[src/rtl/dfe_mon_pkg.sv]
// Shared types and width helpers for the DFE stage monitor.
// Imported by the monitor top and its snapshot RAM.
package dfe_mon_pkg;

  typedef enum logic [1:0] {
    IDLE    = 2'b00,
    ARMED   = 2'b01,
    CAPTURE = 2'b10,
    DONE    = 2'b11
  } mon_state_e;

  typedef enum logic [1:0] {
    TRIG_IMM = 2'b00,
    TRIG_OVF = 2'b01,
    TRIG_UDF = 2'b10,
    TRIG_ANY = 2'b11
  } trig_mode_e;

  function automatic int sel_w(input int n_stage);
    return $clog2(n_stage + 1);
  endfunction

  function automatic int ptr_w(input int depth);
    return $clog2(depth);
  endfunction

endpackage

[src/rtl/dfe_mon_ram.sv]
// Snapshot buffer: one write port, one registered read port.
// Storage is not reset; only the read register is.
module dfe_mon_ram
  import dfe_mon_pkg::*;
#(
  parameter int DW    = 16,
  parameter int DEPTH = 64,
  localparam int AW   = ptr_w(DEPTH)
) (
  input  logic          clk,
  input  logic          rst_n,
  input  logic          we,
  input  logic [AW-1:0] waddr,
  input  logic [DW-1:0] wdata,
  input  logic          re,
  input  logic [AW-1:0] raddr,
  output logic [DW-1:0] rdata
);

  logic [DW-1:0] mem [DEPTH];
  logic [DW-1:0] rdata_d;
  logic [DW-1:0] rdata_q;

  always_ff @(posedge clk) begin
    if (we) mem[waddr] <= wdata;
  end

  always_comb begin
    rdata_d = rdata_q;
    if (re) rdata_d = mem[raddr];
  end

  always_ff @(posedge clk or negedge rst_n) begin
    if (!rst_n) rdata_q <= '0;
    else        rdata_q <= rdata_d;
  end

  assign rdata = rdata_q;

endmodule

[src/rtl/dfe_stage_monitor.sv]
// DFE stage monitor: live tap select, sticky flags, event
// counter and triggered snapshot capture with read-back.
module dfe_stage_monitor
  import dfe_mon_pkg::*;
#(
  parameter int DATA_WIDTH = 16,
  parameter int N_STAGE    = 5,
  parameter int DEPTH      = 64,
  parameter int CNT_WIDTH  = 16,
  localparam int SEL_W     = sel_w(N_STAGE),
  localparam int FW        = ptr_w(DEPTH) + 1
) (
  input  logic                                 clk,
  input  logic                                 rst_n,
  input  logic [N_STAGE-1:0][DATA_WIDTH-1:0]   stage_data,
  input  logic [N_STAGE-1:0]                   stage_valid,
  input  logic [N_STAGE-1:0]                   stage_ovf,
  input  logic [N_STAGE-1:0]                   stage_udf,
  input  logic [SEL_W-1:0]                     sel,
  input  logic [1:0]                           trig_mode,
  input  logic                                 arm,
  input  logic                                 abort,
  input  logic                                 clear_flags,
  input  logic                                 rd_en,
  output logic [DATA_WIDTH-1:0]                mon_out,
  output logic                                 mon_valid,
  output logic [N_STAGE-1:0]                   sticky_ovf,
  output logic [N_STAGE-1:0]                   sticky_udf,
  output logic [CNT_WIDTH-1:0]                 evt_cnt,
  output logic                                 busy,
  output logic                                 done,
  output logic [DATA_WIDTH-1:0]                rd_data,
  output logic                                 rd_valid,
  output logic [FW-1:0]                        fill
);

  localparam int AW = ptr_w(DEPTH);

  mon_state_e                state_d, state_q;
  trig_mode_e                mode_d, mode_q;
  logic [SEL_W-1:0]          sel_d, sel_q;
  logic [AW-1:0]             wptr_d, wptr_q;
  logic [FW-1:0]             rptr_d, rptr_q;
  logic [FW-1:0]             fill_d, fill_q;
  logic                      done_d, done_q;
  logic                      rd_valid_d, rd_valid_q;
  logic [DATA_WIDTH-1:0]     mon_out_d, mon_out_q;
  logic                      mon_valid_d, mon_valid_q;
  logic [N_STAGE-1:0]        sticky_ovf_d, sticky_ovf_q;
  logic [N_STAGE-1:0]        sticky_udf_d, sticky_udf_q;
  logic [CNT_WIDTH-1:0]      evt_cnt_d, evt_cnt_q;

  logic                      sel_ok, sel_ovf, sel_udf, evt;
  logic                      cap_valid, cap_ovf, cap_udf, hit;
  logic [DATA_WIDTH-1:0]     cap_data;
  logic                      we, re;

  // Live taps follow sel; capture taps follow the latched sel_q.
  always_comb begin
    sel_ok      = sel < SEL_W'(N_STAGE);
    mon_out_d   = '0;
    mon_valid_d = 1'b0;
    sel_ovf     = 1'b0;
    sel_udf     = 1'b0;
    cap_valid   = 1'b0;
    cap_data    = '0;
    cap_ovf     = 1'b0;
    cap_udf     = 1'b0;
    for (int i = 0; i < N_STAGE; i++) begin
      if (sel == SEL_W'(i)) begin
        mon_out_d   = stage_data[i];
        mon_valid_d = stage_valid[i];
        sel_ovf     = stage_ovf[i];
        sel_udf     = stage_udf[i];
      end
      if (sel_q == SEL_W'(i)) begin
        cap_valid = stage_valid[i];
        cap_data  = stage_data[i];
        cap_ovf   = stage_ovf[i];
        cap_udf   = stage_udf[i];
      end
    end
  end

  always_comb begin
    evt          = sel_ovf | sel_udf;
    sticky_ovf_d = sticky_ovf_q | stage_ovf;
    sticky_udf_d = sticky_udf_q | stage_udf;
    evt_cnt_d    = evt_cnt_q;
    if (evt && !(&evt_cnt_q)) evt_cnt_d = evt_cnt_q + CNT_WIDTH'(1);
    if (clear_flags) begin
      sticky_ovf_d = stage_ovf;
      sticky_udf_d = stage_udf;
      evt_cnt_d    = CNT_WIDTH'(evt);
    end
  end

  always_comb begin
    hit = 1'b0;
    unique case (mode_q)
      TRIG_IMM: hit = 1'b1;
      TRIG_OVF: hit = cap_ovf;
      TRIG_UDF: hit = cap_udf;
      TRIG_ANY: hit = cap_ovf | cap_udf;
      default:  hit = 1'b0;
    endcase
  end

  always_comb begin
    state_d    = state_q;
    mode_d     = mode_q;
    sel_d      = sel_q;
    wptr_d     = wptr_q;
    rptr_d     = rptr_q;
    fill_d     = fill_q;
    done_d     = 1'b0;
    rd_valid_d = 1'b0;
    we         = 1'b0;
    re         = 1'b0;
    if (abort) begin
      state_d = IDLE;
      wptr_d  = '0;
      rptr_d  = '0;
      fill_d  = '0;
    end else if ((state_q == IDLE || state_q == DONE) && arm && sel_ok) begin
      state_d = ARMED;
      sel_d   = sel;
      mode_d  = trig_mode_e'(trig_mode);
      wptr_d  = '0;
      rptr_d  = '0;
      fill_d  = '0;
    end else begin
      unique case (state_q)
        IDLE: ;
        ARMED: begin
          if (cap_valid && hit) begin
            we      = 1'b1;
            wptr_d  = wptr_q + AW'(1);
            fill_d  = fill_q + FW'(1);
            state_d = CAPTURE;
          end
        end
        CAPTURE: begin
          if (cap_valid) begin
            we     = 1'b1;
            wptr_d = wptr_q + AW'(1);
            fill_d = fill_q + FW'(1);
            if (fill_q == FW'(DEPTH - 1)) begin
              state_d = DONE;
              done_d  = 1'b1;
            end
          end
        end
        DONE: begin
          if (rd_en && rptr_q < fill_q) begin
            re         = 1'b1;
            rd_valid_d = 1'b1;
            rptr_d     = rptr_q + FW'(1);
          end
        end
        default: state_d = IDLE;
      endcase
    end
  end

  always_ff @(posedge clk or negedge rst_n) begin
    if (!rst_n) begin
      state_q      <= IDLE;
      mode_q       <= TRIG_IMM;
      sel_q        <= '0;
      wptr_q       <= '0;
      rptr_q       <= '0;
      fill_q       <= '0;
      done_q       <= 1'b0;
      rd_valid_q   <= 1'b0;
      mon_out_q    <= '0;
      mon_valid_q  <= 1'b0;
      sticky_ovf_q <= '0;
      sticky_udf_q <= '0;
      evt_cnt_q    <= '0;
    end else begin
      state_q      <= state_d;
      mode_q       <= mode_d;
      sel_q        <= sel_d;
      wptr_q       <= wptr_d;
      rptr_q       <= rptr_d;
      fill_q       <= fill_d;
      done_q       <= done_d;
      rd_valid_q   <= rd_valid_d;
      mon_out_q    <= mon_out_d;
      mon_valid_q  <= mon_valid_d;
      sticky_ovf_q <= sticky_ovf_d;
      sticky_udf_q <= sticky_udf_d;
      evt_cnt_q    <= evt_cnt_d;
    end
  end

  dfe_mon_ram #(
    .DW    (DATA_WIDTH),
    .DEPTH (DEPTH)
  ) u_ram (
    .clk   (clk),
    .rst_n (rst_n),
    .we    (we),
    .waddr (wptr_q),
    .wdata (cap_data),
    .re    (re),
    .raddr (rptr_q[AW-1:0]),
    .rdata (rd_data)
  );

  assign mon_out    = mon_out_q;
  assign mon_valid  = mon_valid_q;
  assign sticky_ovf = sticky_ovf_q;
  assign sticky_udf = sticky_udf_q;
  assign evt_cnt    = evt_cnt_q;
  assign busy       = (state_q == ARMED) || (state_q == CAPTURE);
  assign done       = done_q;
  assign rd_valid   = rd_valid_q;
  assign fill       = fill_q;

endmodule

[config.mk]
export PLATFORM = sky130hd
export DESIGN_NAME = dfe_stage_monitor
export DESIGN_NICKNAME = d
export VERILOG_FILES = /design/src/rtl/dfe_mon_pkg.sv /design/src/rtl/dfe_mon_ram.sv /design/src/rtl/dfe_stage_monitor.sv
export SDC_FILE = /design/constraint.sdc
export NUM_CORES = 1
export LEC_CHECK = 0
export CAP_MARGIN = 20
export CORE_MARGIN = 2
export CORE_UTILIZATION = 55
export DETAILED_ROUTE_END_ITERATION = 16
export GPL_TIMING_DRIVEN = 0
export PLACE_DENSITY = 0.81
export SLEW_MARGIN = 20
export SYNTH_ARGS = -nofsm -noshare
export SYNTH_HDL_FRONTEND = slang
export SYNTH_HIERARCHICAL = 1
export SYNTH_SLANG_ARGS = --single-unit
[constraint.sdc]
create_clock -name clk -period 3.5 [get_ports clk]
set_clock_uncertainty 0.05 [all_clocks]
set_input_delay 0.525 -clock clk [delete_from_list [all_inputs] [get_ports clk]]
set_output_delay 0.525 -clock clk [all_outputs]
set_load 0.05 [all_outputs]
==> results of run 1 <==
layout make-up:
| class | count | share of cell area |
|---|---|---|
| Buffer | 138 | 0.01409 |
| Clock inverter | 58 | 0.01102 |
| Sequential cell | 1112 | 0.6094 |
| Clock buffer | 137 | 0.05350 |
| Multi-Input combinational cell | 1138 | 0.2188 |
| Timing Repair Buffer | 291 | 0.06776 |
| Tap cell | 1060 | 0.02453 |
| Inverter | 12 | 0.0008331 |
power by group:
part / switching [mW] / internal (mW)
clock network: 5.05 / 6.59
logic: 4.99 / 2.21
registers: 0.110 / 17.4
worst max path at each step:
| stage | startpoint | end | cells past startpoint |
|---|---|---|---|
| after floorplan | sel_q[0] | u_ram/mem[0][8] | 7 |
| after global placement | sel_q[1] | u_ram/mem[2][8] | 6 |
| after detailed placement | stage_udf[1] | u_ram/mem[39][9] | 9 |
| after CTS | sel_q[1] | u_ram/mem[18][7] | 11 |
| after global routing | sel_q[0] | u_ram/mem[22][10] | 14 |
| final | rptr_q[2] | u_ram/rdata[11] | 8 |
cell usage after synthesis, types with 20 or more instances:
master    number  area share
nand3_1       44      0.0049
a21oi_1       78      0.0088
a22oi_1      102       0.017
mux2i_1      140       0.031
nor2_1       149       0.013
mux2_2        50       0.013
o22ai_1       89       0.012
buf_2         43      0.0048
dfrtp_1       88       0.049
clkbuf_1      72      0.0061
nor2b_1       29      0.0041
nand2_1       71      0.0060
mux4_2       203        0.10
o21ai_0       20      0.0022
nor3_1        27      0.0030
edfxtp_1    1024        0.69
timing repair:
item | in CTS | in global routing
buffers inserted | 27 | 27
gates resized for setup | 91 | 62
setup endpoints to repair | 1040 | 981
hold buffers | 1 | 0
endpoints found under the hold margin | 23 | 0
gates cloned | 0 | 1
pin swaps | 21 | 17
registers in the layout, indices dropped and copies added, names as in the netlist, 2 cells and up:
signal / flops
evt_cnt: 16
fill: 7
mode_q: 2
mon_out: 16
rptr_q: 7
sel_q: 3
state_q: 2
sticky_ovf: 5
sticky_udf: 5
u_ram/mem: 1024
u_ram/rdata: 16
wptr_q: 6
per-layer routing:
metal / track usage / wire, um / up-vias
met1: 0.3916 / 43710 / 13570
li1: - / - / 10550
met2: 0.5119 / 63950 / 2371
met3: 0.07077 / 15330 / 470
met5: 0 / 0 / -
met4: 0.1719 / 7853 / 0
worst register-to-register path, cell delays in order, from the launching register on:
cell,delay (ns)
dfrtp_1,0.46
buf_2,0.30
buf_2,0.39
clkbuf_1,0.70
mux4_2,0.45
mux2i_1,0.59
o22ai_1,0.27
o22ai_1,0.16
nand2_1,0.07
stage by stage:
stage	power [mW]	setup TNS, ns	utilization	instances
2_1_floorplan	20.44	-97.10	-	2400
3_3_place_gp	21.87	-3861.97	0.5926	3632
3_5_place_dp	24.52	-1400.34	0.6118	3694
4_1_cts	35.95	-0.1565	0.6657	3917
5_1_grt	37.09	-1.868	0.6723	3946
6_report	36.31	-0.1746	0.6723	3946
kinds of logic after synthesis:
kind of cell    after synthesis  synth area share
flops                      1112            0.7392
mux                         395            0.1471
simple gates                385           0.04118
compound gates              325           0.04775
buf+inv                     150           0.01704
xor+xnor                     19          0.003733
fa+ha+maj                    14          0.003930
==> metrics, run 1 <==
wire length per cell 33.16 um; FF-to-FF End u_ram/rdata[11]; DRC viols 0; Clock Latency Late Sink 0.68 ns; CP max FO 10; worst-path cell chain buf_2 > buf_2 > clkbuf_1 > mux4_2 > mux2i_1 > o22ai_1 > o22ai_1 > nand2_1; final period demand of the worst path 3.601 ns; Die Ht 288.7 um; DR vias/cell 6.834; Fill cells 4,852; Max Cap Violations 0; CTS tree done; Startpoint Class flip-flop; syn nets 2,520; yosys warns 6; Ports 175; final wirelength 130.8 mm; Worst path max stage delay 0.69 ns; pre-CTS setup slack -1.744 ns; Antenna Violating Nets Remaining 0; Row Count 104; Synth Cell Area 0.04458 mm2; critical path required time 3.97 ns; DRT iter0 DRCs 4,069; failing checks negative setup slack; FF/Latch Area 0.03295 mm2; status finished with violations; Setup-failing EPs final 3; Placeable Area 0.08042 mm2; Max Fclk 277.7 MHz; syn_area_per_cell 18.57 um2; Detailed Routing Iterations Pass 1 6; crit share post-route 1.029; Max Slew Vio Count 0; critical path class reg -> reg; Vias 26,970; Rel. slew slack 0.1708; CTS H-Tree Depth 3; Data arrival, critical path 4.07 ns; worst hold stages 2; Ant. Diodes 0; sequential element share of the synthesized area 0.7392; share of layout cells above drive strength 1 0.2571; worst hold path endpoint evt_cnt[5]; final hold vios 0; slowest cell on the critical path clkbuf_1; Power Dens Cells 671.6 mW/mm2; DP Wirelength 80.35 mm; HP Start clear_flags; CTS sink cnt 1,112; GR Overflow Total 0; Crit. End Element flip-flop; RePlAce Congestion 0.9609; most frequent cells in the layout 1,024 x edfxtp_1, 203 x mux4_2, 171 x clkdlybuf4s50_1; reg-to-reg setup timing slack -0.10 ns; die area 0.08334 mm2; Starting Density 0.5543; CTS Buf Count 105; Area growth syn-to-layout 21.30%; Async SR Flop Fraction 0.07914; predominant post-synthesis flop cell edfxtp_1; count of input and output buffers 172; Crit Reg-Reg Startpoint rptr_q[2]; largest net degree at the start of global routing 66; placed cell areas 0.04920 mm2; gr usage total 0.3130; RSZ-0062 raised after global routing true; #FFs+latches synth 1,112; Yosys cell types 62; Clock Pin Slew Worst Setup and Hold Paths 0.06 ns; final instance area 0.05407 mm2; final worst slack -0.1009 ns; Buf/Inv on CP 3; CP top delay family buffers and inverters; Hold Slack 0.1689 ns; Max IR drop VDD 0.5453 mV; Slew @ Worst Pin 1.244 ns; hold crit path type in -> reg; vias in the first global route 27,290; CTS Root Cell clkbuf_16; initial antenna violation count 0; Leak 17.43 nW; first-pass GRT wire length 186.9 mm; R2R depth 8; die width 288.7 um; Post-synth EDFFs 1,024; post-synthesis cell count 2,400; CTS max path bufs 3; Final nets 2,918; area occupied by multi-input gates 0.01183 mm2; commonest non-fill, non-tap cell in the layout edfxtp_1
(Power assumes the default switching activity.)
==> run 2, diff against run 1 <==
--- a/config.mk
+++ b/config.mk
@@ -6,12 +6,14 @@
 export NUM_CORES = 1
 export LEC_CHECK = 0
 export CAP_MARGIN = 20
+export CELL_PAD_IN_SITES_DETAIL_PLACEMENT = 0
+export CELL_PAD_IN_SITES_GLOBAL_PLACEMENT = 1
 export CORE_MARGIN = 2
-export CORE_UTILIZATION = 55
+export CORE_UTILIZATION = 48
 export DETAILED_ROUTE_END_ITERATION = 16
 export GPL_TIMING_DRIVEN = 0
 export PLACE_DENSITY = 0.81
-export SLEW_MARGIN = 20
+export SLEW_MARGIN = 10
 export SYNTH_ARGS = -nofsm -noshare
 export SYNTH_HDL_FRONTEND = slang
 export SYNTH_HIERARCHICAL = 1
==> run 2 against run 1 <==
Net effect:
- core utilization shrank 8.4 points
- sequential share of layout area is 0.052 points higher
- routed wire length shrank 13%
- cell area barely moved
- critical path depth is the same
- setup slack improved by 0.14 ns
- highest routed layer is now met5
- the run now ends clean
- clock power about the same
- global-route usage down 7.2 points
- non-clock buffer count shrank 9
- count of clock-buffer cells in the layout grew 4
- combinational power down 10%
- via count down 7.5%
==> metrics, run 2 (synthesis gave the netlist of run 1 again) <==
status complete, no violations (was finished with violations); Clock Latency Late Sink 0.70 ns (was 0.68 ns); Clock Pin Slew Worst Setup and Hold Paths 0.06 ns (about the same); critical path required time 3.97 ns (about the same); Max Slew Vio Count 0 (unchanged); wire length per cell 27.61 um (was 33.16 um); switching share of power 0.2707 (was 0.2794); Starting Density 0.4856 (was 0.5543); Switch Pwr 9.673 mW (was 10.15 mW); final wirelength 114.1 mm (was 130.8 mm); Detailed Routing Iterations Pass 1 5 (was 6); Startpoint Class flip-flop (unchanged); Setup-failing EPs final 0 (was 3); share of layout cells above drive strength 1 0.2482 (was 0.2571); Rel. slew slack 0.2852 (was 0.1708); die width 308.7 um (was 288.7 um); DRC viols 0 (unchanged); max FFs per register 1,024 (unchanged); CTS H-Tree Depth 3 (unchanged); DRT iter0 DRCs 3,080 (was 4,069); Final nets 2,913 (was 2,918); hold crit path type in -> reg (unchanged); clock power share 0.331 (was 0.321); Power Total 35.74 mW (was 36.31 mW); Row Count 111 (was 104); Max Cap Violations 0 (unchanged); Max IR drop VDD 0.5195 mV (was 0.5453 mV); Max Fclk 289.2 MHz (was 277.7 MHz); count of input and output buffers 172 (unchanged); Vias 24,930 (was 26,970); Data arrival, critical path 3.93 ns (was 4.07 ns); Slew @ Worst Pin 1.072 ns (was 1.244 ns); crit share post-route 0.9878 (was 1.029); initial antenna violation count 2 (was 0); RePlAce Congestion 0.8883 (was 0.9609); Placeable Area 0.09180 mm2 (was 0.08042 mm2); DR vias/cell 6.034 (was 6.834); Inst Count DP 3,897 (was 3,694); CTS max path bufs 3 (unchanged); critical path class reg -> reg (unchanged); Final Util 0.5885 (was 0.6723); vias in the first global route 25,050 (was 27,290); Comb pwr share 0.180 (was 0.198); DP Wirelength 78.90 mm (was 80.35 mm); Ant. Diodes 0 (unchanged); Antenna Violating Nets Remaining 0 (unchanged); Largest Register u_ram/mem (unchanged); Leak 17.35 nW (was 17.43 nW); CTS sink cnt 1,112 (unchanged); commonest non-fill, non-tap cell in the layout edfxtp_1 (unchanged); gr usage total 0.2407 (was 0.3130); largest net degree at the start of global routing 65 (was 66); CTS Buf Count 109 (was 105); CTS tree done (unchanged); Ports 175 (unchanged); most frequent cells in the layout 1,024 x edfxtp_1, 203 x mux4_2, 171 x clkdlybuf4s50_1 (unchanged); final period demand of the worst path 3.457 ns (was 3.601 ns); Crit. End Element flip-flop (unchanged); final cell count without fillers 4,132 (was 3,946); Seq pwr share 0.488 (was 0.481); GR Overflow Total 0 (unchanged); Power Dens Cells 661.6 mW/mm2 (was 671.6 mW/mm2); final hold vios 0 (unchanged); Hold Slack 0.1744 ns (was 0.1689 ns); CP max FO 10 (unchanged); reg-to-reg setup timing slack 0.04 ns (was -0.10 ns); first-pass GRT wire length 167.5 mm (was 186.9 mm); Die Ht 308.7 um (was 288.7 um); CTS Root Cell clkbuf_16 (unchanged); Cell Int Power 26.07 mW (was 26.16 mW); Area growth syn-to-layout 21.19% (was 21.30%); die area 0.09532 mm2 (was 0.08334 mm2)
run 2: per-stage QoR:
stage / setup TNS, ns / area (um2) / setup WS (ns)
5_1_grt: -1.652 / 54020 / -0.03055
4_1_cts: -7.238 / 53660 / -0.1422
2_1_floorplan: -97.10 / 44610 / -0.2637
3_3_place_gp: -3980.63 / 47890 / -3.672
6_report: 0 / 54020 / 0.04264
3_5_place_dp: -606.38 / 49640 / -1.377
run 2: worst paths after layout:
kind / cells after the start / to / from
max: 8 / u_ram/rdata[4] / rptr_q[2]
min: 2 / evt_cnt[5] / clear_flags
max reg2reg: 8 / u_ram/rdata[4] / rptr_q[2]
min reg2reg: 1 / sticky_udf[2] / sticky_udf[2]
max in group asynchronous: 3 / wptr_q[0] / rst_n
min in group asynchronous: 2 / mon_valid / rst_n
run 2: worst max-delay path, cell delays in order, from the launching register on:
cell      delay (ns)
dfrtp_1         0.45
buf_2           0.28
buf_2           0.40
clkbuf_1        0.70
mux4_2          0.45
a22oi_1         0.23
nand2_1         0.13
a21oi_1         0.50
nand2_1         0.11
run 2: area by class of cell:
cell class	count	area, um2
sequential	1112	32950
clock inverter	66	759.5
inverter	12	45.04
fill	6496	37780
clock buffer	141	2888
buffer	138	738.2
timing repair buffer	282	3506
tap	1243	1555
multi-input combinational	1138	11580
run 2: power by group through the flow:
stage / sequential (mW) / clock, mW / combinational, mW
6_report: 17.5 / 11.8 / 6.45
5_1_grt: 17.5 / 12.5 / 6.84
4_1_cts: 17.4 / 12.0 / 6.40
3_5_place_dp: 17.7 / 0 / 6.38
3_3_place_gp: 17.8 / 0 / 4.13
2_1_floorplan: 18.1 / 0 / 2.38
run 2: what timing repair did:
item,4_1_cts,5_1_grt
resized for setup,46,46
endpoints found under the setup margin,975,866
pin swaps,8,11
hold endpoints to repair,27,0
hold buffers,1,0
buffers inserted,12,14
run 2: per-layer routing:
metal  track usage  vias to the layer above  wire length (um)
met5             0                        -                23
met4       0.08202                        4              3979
met3       0.04309                      199             10020
met2        0.3909                     1299             55410
met1        0.3313                    12870             44670
li1              -                    10560                 -
==> run 3, diff against run 2 <==
--- a/config.mk
+++ b/config.mk
@@ -9,10 +9,11 @@
 export CELL_PAD_IN_SITES_DETAIL_PLACEMENT = 0
 export CELL_PAD_IN_SITES_GLOBAL_PLACEMENT = 1
 export CORE_MARGIN = 2
-export CORE_UTILIZATION = 48
+export CORE_UTILIZATION = 40
 export DETAILED_ROUTE_END_ITERATION = 16
 export GPL_TIMING_DRIVEN = 0
-export PLACE_DENSITY = 0.81
+export PLACE_DENSITY = 0.7
+export RECOVER_POWER = 100
 export SLEW_MARGIN = 10
 export SYNTH_ARGS = -nofsm -noshare
 export SYNTH_HDL_FRONTEND = slang
==> run 3 against run 2 <==
Net effect:
- the run now ends with max-capacitance violations, max-slew violations left
- fmax rose by 0.84%
- register-to-register slack gained 0.03 ns
- flip-flop and latch count stayed put
- non-clock buffer count rose by 30
==> metrics, run 3 (synthesis gave the netlist of run 1 again) <==
Row Count 122 (was 111); Antenna Violating Nets Remaining 0 (unchanged); Crit Reg-Reg Startpoint rptr_q[2] (unchanged); Vias 24,930 (about the same); Rel. slew slack -0.008362 (was 0.2852); worst-path cell chain buf_2 > buf_2 > clkbuf_1 > mux4_2 > a22oi_1 > a21oi_1 > a21oi_1 > nand2_1 (was buf_2 > buf_2 > clkbuf_1 > mux4_2 > a22oi_1 > nand2_1 > a21oi_1 > nand2_1); final wirelength 118.9 mm (was 114.1 mm); GR Overflow Total 0 (unchanged); Max IR drop VDD 0.4928 mV (was 0.5195 mV); first-pass GRT wire length 173.6 mm (was 167.5 mm); setup_tns 0 ns (unchanged); final hold vios 0 (unchanged); Data arrival, critical path 3.92 ns (was 3.93 ns); RePlAce Congestion 0.8531 (was 0.8883); Worst path max stage delay 0.55 ns (was 0.70 ns); critical path class reg -> reg (unchanged); final period demand of the worst path 3.428 ns (was 3.457 ns); status finished with violations (was complete, no violations); Largest Register u_ram/mem (unchanged); CTS sink cnt 1,112 (unchanged); Slew @ Worst Pin 1.513 ns (was 1.072 ns); Die Ht 337.8 um (was 308.7 um); max FFs per register 1,024 (unchanged); Buf/Inv on CP 3 (unchanged); Setup-failing EPs final 0 (unchanged); Max Fclk 291.7 MHz (was 289.2 MHz); Ports 175 (unchanged); gr usage total 0.2092 (was 0.2407); CTS Buf Count 109 (unchanged); met3 usage 0.02803 (was 0.04309); Starting Density 0.4028 (was 0.4856); DP Wirelength 83.48 mm (was 78.90 mm); Max Cap Violations 1 (was 0); Power Dens Cells 653.3 mW/mm2 (was 661.6 mW/mm2); HP Start clear_flags (unchanged); Clock Latency Late Sink 0.70 ns (about the same); Max Slew Vio Count 17 (was 0); placed cell areas 0.04989 mm2 (was 0.04964 mm2); critical path required time 3.99 ns (was 3.97 ns); Leak 17.74 nW (was 17.35 nW); initial antenna violation count 3 (was 2); CTS Root Cell clkbuf_16 (unchanged); Final nets 2,943 (was 2,913); CTS max path bufs 3 (unchanged); Detailed Routing Iterations Pass 1 5 (unchanged); Clock Pin Slew Worst Setup and Hold Paths 0.07 ns (was 0.06 ns); CP max FO 10 (unchanged); Area growth syn-to-layout 22.66% (was 21.19%); hold crit path type in -> reg (unchanged); DR vias/cell 5.659 (was 6.034); wire length per cell 26.98 um (was 27.61 um); Placeable Area 0.1107 mm2 (was 0.09180 mm2); DRT iter0 DRCs 2,405 (was 3,080); CTS tree done (unchanged); most frequent cells in the layout 1,024 x edfxtp_1, 203 x mux4_2, 140 x mux2i_1 (was 1,024 x edfxtp_1, 203 x mux4_2, 171 x clkdlybuf4s50_1); Startpoint Class flip-flop (unchanged); count of input and output buffers 172 (unchanged); met2 usage 0.3587 (was 0.3909); failing checks max-capacitance violations, max-slew violations; crit share post-route 0.9796 (was 0.9878); CP top delay family buffers and inverters (unchanged); Crit. End Element flip-flop (unchanged); die width 337.8 um (was 308.7 um); die area 0.1141 mm2 (was 0.09532 mm2); CTS H-Tree Depth 3 (unchanged); slowest cell on the critical path clkbuf_1 (unchanged); share of layout cells above drive strength 1 0.2603 (was 0.2482); final instance area 0.05468 mm2 (was 0.05402 mm2); DRC viols 0 (unchanged); commonest non-fill, non-tap cell in the layout edfxtp_1 (unchanged); crit path from rptr_q[2] (unchanged); M1 GR Usage 0.2807 (was 0.3313); largest net degree at the start of global routing 73 (was 65); vias in the first global route 25,430 (was 25,050); GR peak layer met2 (unchanged)
==> run 3: changes by cell type in the layout (fill, tap and decap cells not counted), moves of 7 or more <==
cell | previous run | this run
clkdlybuf4s50_1 | 171 | 102
dlygate4sd3_1 | 1 | 70
buf_4 | 22 | 43
buf_8 | 47 | 31
nor2_2 | 27 | 14
nor2_4 | 38 | 51
buf_6 | 25 | 37
a21oi_4 | 4 | 14
clkbuf_2 | 3 | 13
clkinv_1 | 21 | 13
a21oi_1 | 67 | 60
==> run 3: path summary, 6_finish.rpt <==
check                                  end  slack [ns]  cells past startpoint
setup / recovery            u_ram/rdata[4]        0.07                      8
hold / removal                  evt_cnt[3]        0.15                      2
setup reg to reg            u_ram/rdata[4]        0.07                      8
hold reg to reg              sticky_ovf[0]        0.43                      1
max in group asynchronous      mon_out[11]        1.63                      3
min in group asynchronous  u_ram/rdata[14]        0.69                      2
==> run 3: where the power goes <==
part | internal, mW | switching, mW | leakage [nW]
Combinational | 1.64 | 4.48 | 5.45
Sequential | 17.4 | 0.103 | 10.5
Clock | 7.14 | 4.96 | 1.83
==> run 3: area by class of cell <==
type | instances | area [um2]
well taps | 1488 | 1862
diodes | 2 | 5.005
fillers | 8923 | 55990
inverters | 12 | 45.04
flip-flops and latches | 1112 | 32950
clock inverters | 61 | 715.7
plain buffers | 138 | 748.2
clock buffers | 143 | 3000
repair buffers | 312 | 3681
multi-input cells | 1138 | 11670
==> run 3: timing repair <==
item                                    4_1_cts  5_1_grt
hold buffers                                  1        0
endpoints found under the hold margin        58        0
endpoints found under the setup margin     1039      695
setup buffers                                28       31
pin swaps                                    18       19
gates resized for setup                      97       37
==> run 3: metal layers <==
metal | up-vias | share of wire
met5 | - | 0.00012
met4 | 2 | 0.027
met3 | 180 | 0.064
met2 | 1012 | 0.51
met1 | 13110 | 0.40
li1 | 10630 | -
==> run 3: through the flow <==
step | power [mW] | std cells | worst slack [ns] | utilization | hold WS, ns
2_1_floorplan | 20.44 | 2400 | -0.2637 | - | 0.1794
3_3_place_gp | 21.93 | 4060 | -3.639 | 0.4355 | 0.4222
3_5_place_dp | 24.25 | 4140 | -1.614 | 0.4508 | 0.3569
4_1_cts | 36.29 | 4373 | -0.004072 | 0.4915 | 0.1153
5_1_grt | 36.85 | 4406 | -0.01235 | 0.4941 | 0.1419
6_report | 35.72 | 4406 | 0.07155 | 0.4941 | 0.1515
